**config.mk**
```make
export PLATFORM = sky130hd
export DESIGN_NAME = fu_dispatcher
export DESIGN_NICKNAME = d
export VERILOG_FILES = /design/src/rtl/fu_dispatcher_pkg.sv /design/src/rtl/byte_packer.sv /design/src/rtl/fu_dispatcher.sv
export SDC_FILE = /design/constraint.sdc
export NUM_CORES = 1
export LEC_CHECK = 0
export CELL_PAD_IN_SITES_DETAIL_PLACEMENT = 0
export CELL_PAD_IN_SITES_GLOBAL_PLACEMENT = 1
export CORE_UTILIZATION = 38
export DETAILED_ROUTE_END_ITERATION = 12
export PLACE_DENSITY_LB_ADDON = 0.1
export SYNTH_ARGS = -nofsm -noshare
export SYNTH_HDL_FRONTEND = slang
export SYNTH_SLANG_ARGS = --single-unit
```
**constraint.sdc**
```tcl
create_clock -name clk -period 14.7 [get_ports clk]
set_clock_uncertainty 0.1 [all_clocks]
set_input_delay 2.205 -clock clk [delete_from_list [all_inputs] [get_ports clk]]
set_output_delay 2.205 -clock clk [all_outputs]
set_load 0.05 [all_outputs]
```
**src/rtl/fu_dispatcher_pkg.sv**
```systemverilog
// Shared definitions for the IoT filtering front end: function codes,
// issuer state encoding and default datapath widths.
package fu_dispatcher_pkg;

  localparam int DATA_W_DEF = 128;
  localparam int BYTE_W_DEF = 8;

  // Function codes carried on fn_sel / fu_fn; FnNone is never answered by a unit.
  typedef enum logic [2:0] {
    FnNone    = 3'd0,
    Bin2Gray  = 3'd1,
    Gray2Bin  = 3'd2,
    FnMedian  = 3'd3,
    FnThresh  = 3'd4,
    FnDelta   = 3'd5
  } fn_e;

  typedef enum logic [1:0] {
    StIdle,
    StIssue,
    StWait,
    StOut
  } state_e;

endpackage

```
**src/rtl/byte_packer.sv**
```systemverilog
// Collects BYTE_W-bit samples into one DATA_W word, first byte in the top lane.
// With FU_DISPATCH_SKID_EN a completed word can wait in a pending buffer.
module byte_packer
  import fu_dispatcher_pkg::*;
#(
  parameter int DATA_W = DATA_W_DEF,
  parameter int BYTE_W = BYTE_W_DEF
) (
  input  logic              clk,
  input  logic              rst,
  input  logic              i_en,
  input  logic [BYTE_W-1:0] i_byte,
  input  logic [2:0]        i_fn,
  input  logic              i_issuer_free,
  output logic              o_ready,
  output logic              o_avail,
  output logic [DATA_W-1:0] o_word,
  output logic [2:0]        o_fn
);

  localparam int LANES   = DATA_W / BYTE_W;
  localparam int CNT_W   = $clog2(LANES);
  localparam int LANES_W = DATA_W - BYTE_W;

  logic [CNT_W-1:0]   r_cnt;
  logic [LANES_W-1:0] r_lanes;
  logic [2:0]         r_fn;

  logic               w_accept;
  logic               w_last;
  logic [DATA_W-1:0]  w_word;
  logic [2:0]         w_fn;

  // The final byte is never stored: it completes the word combinationally.
  assign w_accept = i_en && o_ready;
  assign w_last   = w_accept && (r_cnt == CNT_W'(LANES - 1));
  assign w_word   = {r_lanes, i_byte};
  assign w_fn     = (r_cnt == '0) ? i_fn : r_fn;

  // NOTE: the lane buffer is reset too, so a word cut short by reset never leaks into fu_data.
  always_ff @(posedge clk or posedge rst) begin
    if (rst) begin
      r_cnt   <= '0;
      r_lanes <= '0;
      r_fn    <= '0;
    end else if (w_accept) begin
      r_lanes <= {r_lanes[LANES_W-BYTE_W-1:0], i_byte};
      if (r_cnt == '0) r_fn <= i_fn;
      r_cnt <= w_last ? '0 : r_cnt + CNT_W'(1);
    end
  end

`ifdef FU_DISPATCH_SKID_EN
  logic              r_pending;
  logic [DATA_W-1:0] r_buf;
  logic [2:0]        r_buf_fn;
  logic              w_take;

  assign o_ready = !r_pending;
  assign o_avail = r_pending || w_last;
  assign w_take  = i_issuer_free && o_avail;
  assign o_word  = r_pending ? r_buf : w_word;
  assign o_fn    = r_pending ? r_buf_fn : w_fn;

  always_ff @(posedge clk or posedge rst) begin
    if (rst) begin
      r_pending <= 1'b0;
      r_buf     <= '0;
      r_buf_fn  <= '0;
    end else if (w_last && !w_take) begin
      r_pending <= 1'b1;
      r_buf     <= w_word;
      r_buf_fn  <= w_fn;
    end else if (w_take) begin
      r_pending <= 1'b0;
    end
  end
`else
  assign o_ready = i_issuer_free;
  assign o_avail = w_last;
  assign o_word  = w_word;
  assign o_fn    = w_fn;
`endif

endmodule

```
**src/rtl/fu_dispatcher.sv**
```systemverilog
// Packs the sensor byte stream into words, issues each to a function unit and
// returns its result; a watchdog aborts unanswered issues. Option: FU_DISPATCH_SKID_EN.
module fu_dispatcher
  import fu_dispatcher_pkg::*;
#(
  parameter int DATA_W  = DATA_W_DEF,
  parameter int BYTE_W  = BYTE_W_DEF,
  parameter int TIMEOUT = 255
) (
  input  logic              clk,
  input  logic              rst,
  input  logic              in_en,
  input  logic [BYTE_W-1:0] iot_in,
  input  logic [2:0]        fn_sel,
  output logic              in_ready,
  output logic              fu_en,
  output logic [2:0]        fu_fn,
  output logic [DATA_W-1:0] fu_data,
  input  logic [DATA_W-1:0] fu_result,
  input  logic              fu_valid,
  output logic [DATA_W-1:0] iot_out,
  output logic              valid,
  output logic              err
);

  state_e            r_state;
  logic [15:0]       r_wd;
  logic              r_fu_en;
  logic [2:0]        r_fu_fn;
  logic [DATA_W-1:0] r_fu_data;
  logic [DATA_W-1:0] r_iot_out;
  logic              r_valid;
  logic              r_err;

  logic              w_free;
  logic              w_avail;
  logic              w_take;
  logic [DATA_W-1:0] w_word;
  logic [2:0]        w_fn;

`ifdef FU_DISPATCH_SKID_EN
  assign w_free = (r_state == StIdle) || (r_state == StOut);
`else
  assign w_free = (r_state == StIdle);
`endif
  assign w_take = w_free && w_avail;

  byte_packer #(
    .DATA_W (DATA_W),
    .BYTE_W (BYTE_W)
  ) u_packer (
    .clk           (clk),
    .rst           (rst),
    .i_en          (in_en),
    .i_byte        (iot_in),
    .i_fn          (fn_sel),
    .i_issuer_free (w_free),
    .o_ready       (in_ready),
    .o_avail       (w_avail),
    .o_word        (w_word),
    .o_fn          (w_fn)
  );

  always_ff @(posedge clk or posedge rst) begin
    if (rst) begin
      r_state   <= StIdle;
      r_wd      <= '0;
      r_fu_en   <= 1'b0;
      r_fu_fn   <= '0;
      r_fu_data <= '0;
      r_iot_out <= '0;
      r_valid   <= 1'b0;
      r_err     <= 1'b0;
    end else begin
      // NOTE: pulse outputs default low here with <=, so each branch only raises what it needs.
      r_fu_en <= 1'b0;
      r_valid <= 1'b0;
      r_err   <= 1'b0;
      case (r_state)
        StIdle, StOut: begin
          if (w_take) begin
            r_state   <= StIssue;
            r_fu_en   <= 1'b1;
            r_fu_fn   <= w_fn;
            r_fu_data <= w_word;
          end else begin
            r_state <= StIdle;
          end
        end
        StIssue: begin
          r_state <= StWait;
          r_wd    <= '0;
        end
        StWait: begin
          // A result arriving on the timeout cycle still counts.
          if (fu_valid) begin
            r_iot_out <= fu_result;
            r_valid   <= 1'b1;
            r_state   <= StOut;
          end else if (r_wd == 16'(TIMEOUT)) begin
            r_err   <= 1'b1;
            r_state <= StIdle;
          end else begin
            r_wd <= r_wd + 16'd1;
          end
        end
        default: r_state <= StIdle;
      endcase
    end
  end

  assign fu_en   = r_fu_en;
  assign fu_fn   = r_fu_fn;
  assign fu_data = r_fu_data;
  assign iot_out = r_iot_out;
  assign valid   = r_valid;
  assign err     = r_err;

endmodule
```
== Word-level counts from Yosys, hierarchy flattened ==
Index checks and enable logic that the tools add are counted.
Operators by class
  add/sub/neg operators: 2
  multiplexer cells: 16
  eq/ne operators: 8
  reduce and logical (&&, ||, !) cells: 10
Operators with widths (count)
  $mux 16: 2
  $pmux 16 s2: 1
  $add 16x1->16 const B: 1
  $eq 16x8->1 const B: 1
  $mux 1: 8
  $pmux 2 s3: 1
  $add 4x1->4 const B: 1
  $eq 2x2->1 const B: 2
  $eq 4x4->1 const B: 1
  $logic_not 4->1: 1
  $mux 2: 2
  $mux 4: 1
  $ne 2x2->1 const B: 2
  $reduce_and 2->1: 2
  $logic_and 1x1->1: 3
  $mux 3: 1
  $ne 3x3->1 const B: 1
  $reduce_and 3->1: 1
  $eq 2x1->1 const B: 1
  $logic_not 2->1: 1
  $reduce_bool 2->1: 1
  $reduce_or 2->1: 1
Word-level totals
  bits in registers: 407
  output and inout bits: 263
  bits of input ports: 143

== Longest topological paths before layout ==
  depth after elaboration: 6
  gate-level depth with buffers: 9
  mapped depth without buffers: 6

== Hierarchy ==
A second synthesis with hierarchy kept.
Second synthesis, totals
  cell total of the unflattened synthesis: 954
  area total of the unflattened synthesis: 15616.2 um^2
By module, submodules not included
  fu_dispatcher: instances 1, cells each 658, area an instance 10615.2 um^2
  byte_packer: instances 1, cells each 296, area an instance 5001.0 um^2

== Least setup slack after synthesis ==
No wires, ideal clock.
  kind: input-to-reg
  from: input port in_en
  to: register r_fu_data[10], in the netlist fu_data[10]
  arrival: 3.829 ns
  stages: 7
  buffers on the path: 4
  data required time: 14.475 ns
  setup slack: 10.647 ns
  path through: and2_1 clkbuf_1 and4_1 clkbuf_1 clkbuf_1 buf_2 mux2_2
Between the ends
  cells in the longest elaborated chain, start to end: 4
Ends and longest elaborated chain
  start, declared: RTL line fu_dispatcher.sv:12  | input logic in_en,
  $logic_and 1x1->1: RTL line byte_packer.sv:35  | assign w_accept = i_en && o_ready;
  $logic_and 1x1->1: RTL line byte_packer.sv:36  | assign w_last = w_accept && (r_cnt == CNT_W'(LANES - 1));
  $logic_and 1x1->1: RTL line fu_dispatcher.sv:46  | assign w_take = w_free && w_avail;
  $reduce_and 2->1 (no line)
  end signal, assigned: RTL line fu_dispatcher.sv:85  | r_fu_data <= w_word;
  end, declared: RTL line fu_dispatcher.sv:30  | logic [DATA_W-1:0] r_fu_data;
No other way between the ends.
A chain may end at the register's enable or synchronous reset.

== Final worst setup path ==
  from: input port in_en
  to: register r_fu_data[29], in the netlist fu_data[29]
The elaborated chain is that of the path after synthesis.

==> flow_summary_export.csv <==
group,metric,value,unit
status,status,"completed",
grt,grt_max_degree,128,
critical_path,crit_arrival,5720,ps
critical_path,path_max_fanout,71,
floorplanning,core-area,0.0399,sq mm
detailed_routing,remaining_drc_errors,0,
critical_path,reg2reg_depth,6,
synth,synth-seq-cells,407,
critical_path,r2r_setup_slack,10590,ps
detailed_routing,vias,10396,
final_layout,layout_common_cells,"dfrtp_1 (407), clkdlybuf4s50_1 (405), nand2_1 (372), mux2_2 (262), clkbuf_16 (45)",
timing,post-route-period-util,36.6,%
critical_path,critPathCapture,"fu_data[29]",
critical_path,endpoint_kind,"flop",
detailed_routing,wl_per_cell,17.9,um
synth,synthDistinctLibCells,38,
timing,fin_setup_tns,0,ps
critical_path,required,15040,ps
detailed_routing,avgViaCountPerCell,4.82,
pwr,leakagePower,0.0103,uW
final_layout,nNetsFinal,1753,
clocking,postCtsSetupBuffers,0,
timing,rsz0062_at_grt,"no",
final_layout,diodes,0,
pwr,ir_drop,92.7,uV
placement,place_congestion,0.768,
clocking,htree_num_levels,2,
synth,syn_area,0.0155,sq mm
clocking,cts-hold-fix-buffers,0,
final_layout,drive_gt1_share,20.9,%
synth,syn_area_per_cell,12.8,sq um
detailed_routing,firstDrtPassIters,6,
floorplanning,start_util,38.7,%
timing,hold_viol_final,0,
floorplanning,dieArea,0.0415,sq mm
clocking,clk_pin_slew,60,ps
floorplanning,die_h,204,um
min_path,min_from,"u_packer.r_lanes[118]",
critical_path,crit_type,"in2reg",
timing,finalCriticalPeriod,5390,ps
clocking,cts_resized,0,
clocking,clockBufferDepth,3,
floorplanning,row_count,73,
synth,syn-num-nets,1355,
synth,syn_inst,1206,
timing,worst_slack,9310,ps
clocking,cts_inserted_buffers,45,
pwr,power,3560,uW
grt,grt_pass1_vias,10817,
clocking,cts_sinks,407,
timing,tightest_slew,1070,ps
floorplanning,boundaryPins,406,
timing,setup-violations-final,0,
final_layout,multiInputGateArea,0.00500,sq mm
critical_path,crit_start,"in_en",
clocking,clk_latency,550,ps
detailed_routing,totalWireLength,38.6,mm
critical_path,rr_startpoint,"r_state[0]",
floorplanning,die_x,204,um
critical_path,cp-start-kind,"input pin",
grt,grt_pass1_wl,61.4,mm
flow_run,cap_violations,0,
timing,timing.slew.headroom,28.8,%
clocking,root_buffer,"clkbuf_16",
pwr,power.density,166,mW/mm^2
synth,synth_warnings,0,
final_layout,nFillCells,3571,
clocking,cts_tree,"yes",
placement,dpl_worst_slack,8690,ps
final_layout,area_growth,38.7,%
grt,grt.overflow.total,0,
synth,ys_seq_area_share,65.9,%
final_layout,seqCellArea,0.0102,sq mm
critical_path,r2r_end,"fu_data[29]",
timing,fmax,186,MHz
placement,io_buffers,405,
timing,maxSlewViolCount,0,
detailed_routing,first_iter_violations,469,
placement,hpwl,25.5,mm
grt,grt_usage,18.8,%
final_layout,layout_commonest_cell,"dfrtp_1",
min_path,hold_path.class,"reg2reg",
grt,antenna_found_initial,0,
detailed_routing,drtAntennaViolNets,0,
[metrics by stage]
stage | hold slack [ps] | cells | utilization, % | instance area (sq um)
final | 369 | 2159 | 53.7 | 21400
after global routing | 393 | 2159 | 53.7 | 21400
after CTS | 375 | 2159 | 53.7 | 21400
after detailed placement | 362 | 2082 | 50.1 | 20000
after global placement | 354 | 2082 | 50.1 | 20000
after floorplan | 340 | 1206 | - | 15500
[registers in the layout, summed over array words and instances (netlist names)]
| register | flops |
|---|---|
| err | 1 |
| fu_data | 128 |
| fu_en | 1 |
| fu_fn | 3 |
| iot_out | 128 |
| r_state | 2 |
| r_wd | 16 |
| u_packer.r_cnt | 4 |
| u_packer.r_fn | 3 |
| u_packer.r_lanes | 120 |
| valid | 1 |
[power breakdown]
part / internal [uW] / switching (uW)
Clock: 674 / 434
Combinational: 362 / 629
Sequential: 1320 / 139
Total: 2360 / 1200
[worst max-delay path, stage by stage]
cell	delay (ps)
clkdlybuf4s50_1	530
and2_4	590
and4_4	1030
buf_4	850
mux2_2	420
[logic make-up after synthesis]
group | after synthesis | share of synthesized area [%]
adder cells (fa/ha/maj) | 6 | 0.486
AO/OA/AOI/OAI | 44 | 1.89
flip-flops | 407 | 65.9
buffers and inverters | 71 | 1.83
XOR/XNOR | 1 | 0.0567
multiplexers | 264 | 19.2
AND/OR/NAND/NOR | 413 | 10.6
[cell type report]
cell class,count,area share [%]
well taps,525,3.06
flip-flops and latches,407,47.5
repair buffers,413,19.2
multi-input cells,728,23.3
inverters,9,0.193
clock buffers,70,6.06
clock inverters,7,0.648
[synth_stat cells (all sizes together)]
library cell | n | share of area [%]
a21o | 3 | 0.15
a21oi | 3 | 0.097
a31o | 1 | 0.057
a31oi | 13 | 0.53
and2 | 2 | 0.081
and3 | 3 | 0.12
and4 | 2 | 0.11
buf | 14 | 0.45
clkbuf | 48 | 1.2
dfrtp | 407 | 66
ha | 6 | 0.49
inv | 9 | 0.22
mux2 | 262 | 19
mux2i | 2 | 0.13
nand2 | 373 | 9.1
nand2b | 2 | 0.081
nand3 | 10 | 0.32
nand4 | 2 | 0.081
nand4b | 1 | 0.057
nor2 | 7 | 0.17
nor2b | 1 | 0.041
nor4 | 4 | 0.16
o211ai | 3 | 0.18
o21ai | 12 | 0.39
o21ba | 1 | 0.065
o221ai | 1 | 0.057
o311ai | 3 | 0.17
o31ai | 3 | 0.15
o41ai | 1 | 0.057
or2 | 1 | 0.041
or3 | 1 | 0.041
or4 | 4 | 0.24
xnor2 | 1 | 0.057
[worst min path at each step]
stage,endpoint,depth (start not counted)
5_1_grt,u_packer.r_lanes[117],2
4_1_cts,u_packer.r_lanes[117],2
3_5_place_dp,u_packer.r_lanes[117],2
2_1_floorplan,u_packer.r_lanes[112],2
6_report,u_packer.r_lanes[118],2
3_3_place_gp,u_packer.r_lanes[118],2
[layer usage]
metal | global-route usage [%] | routed length, um | up-vias
met4 | 5.32 | 686 | 0
met2 | 29.6 | 18000 | 326
li1 | - | - | 4818
met5 | 0 | 0 | -
met1 | 24.7 | 16600 | 5202
met3 | 6.47 | 3300 | 50
(Power assumes the default switching activity.)
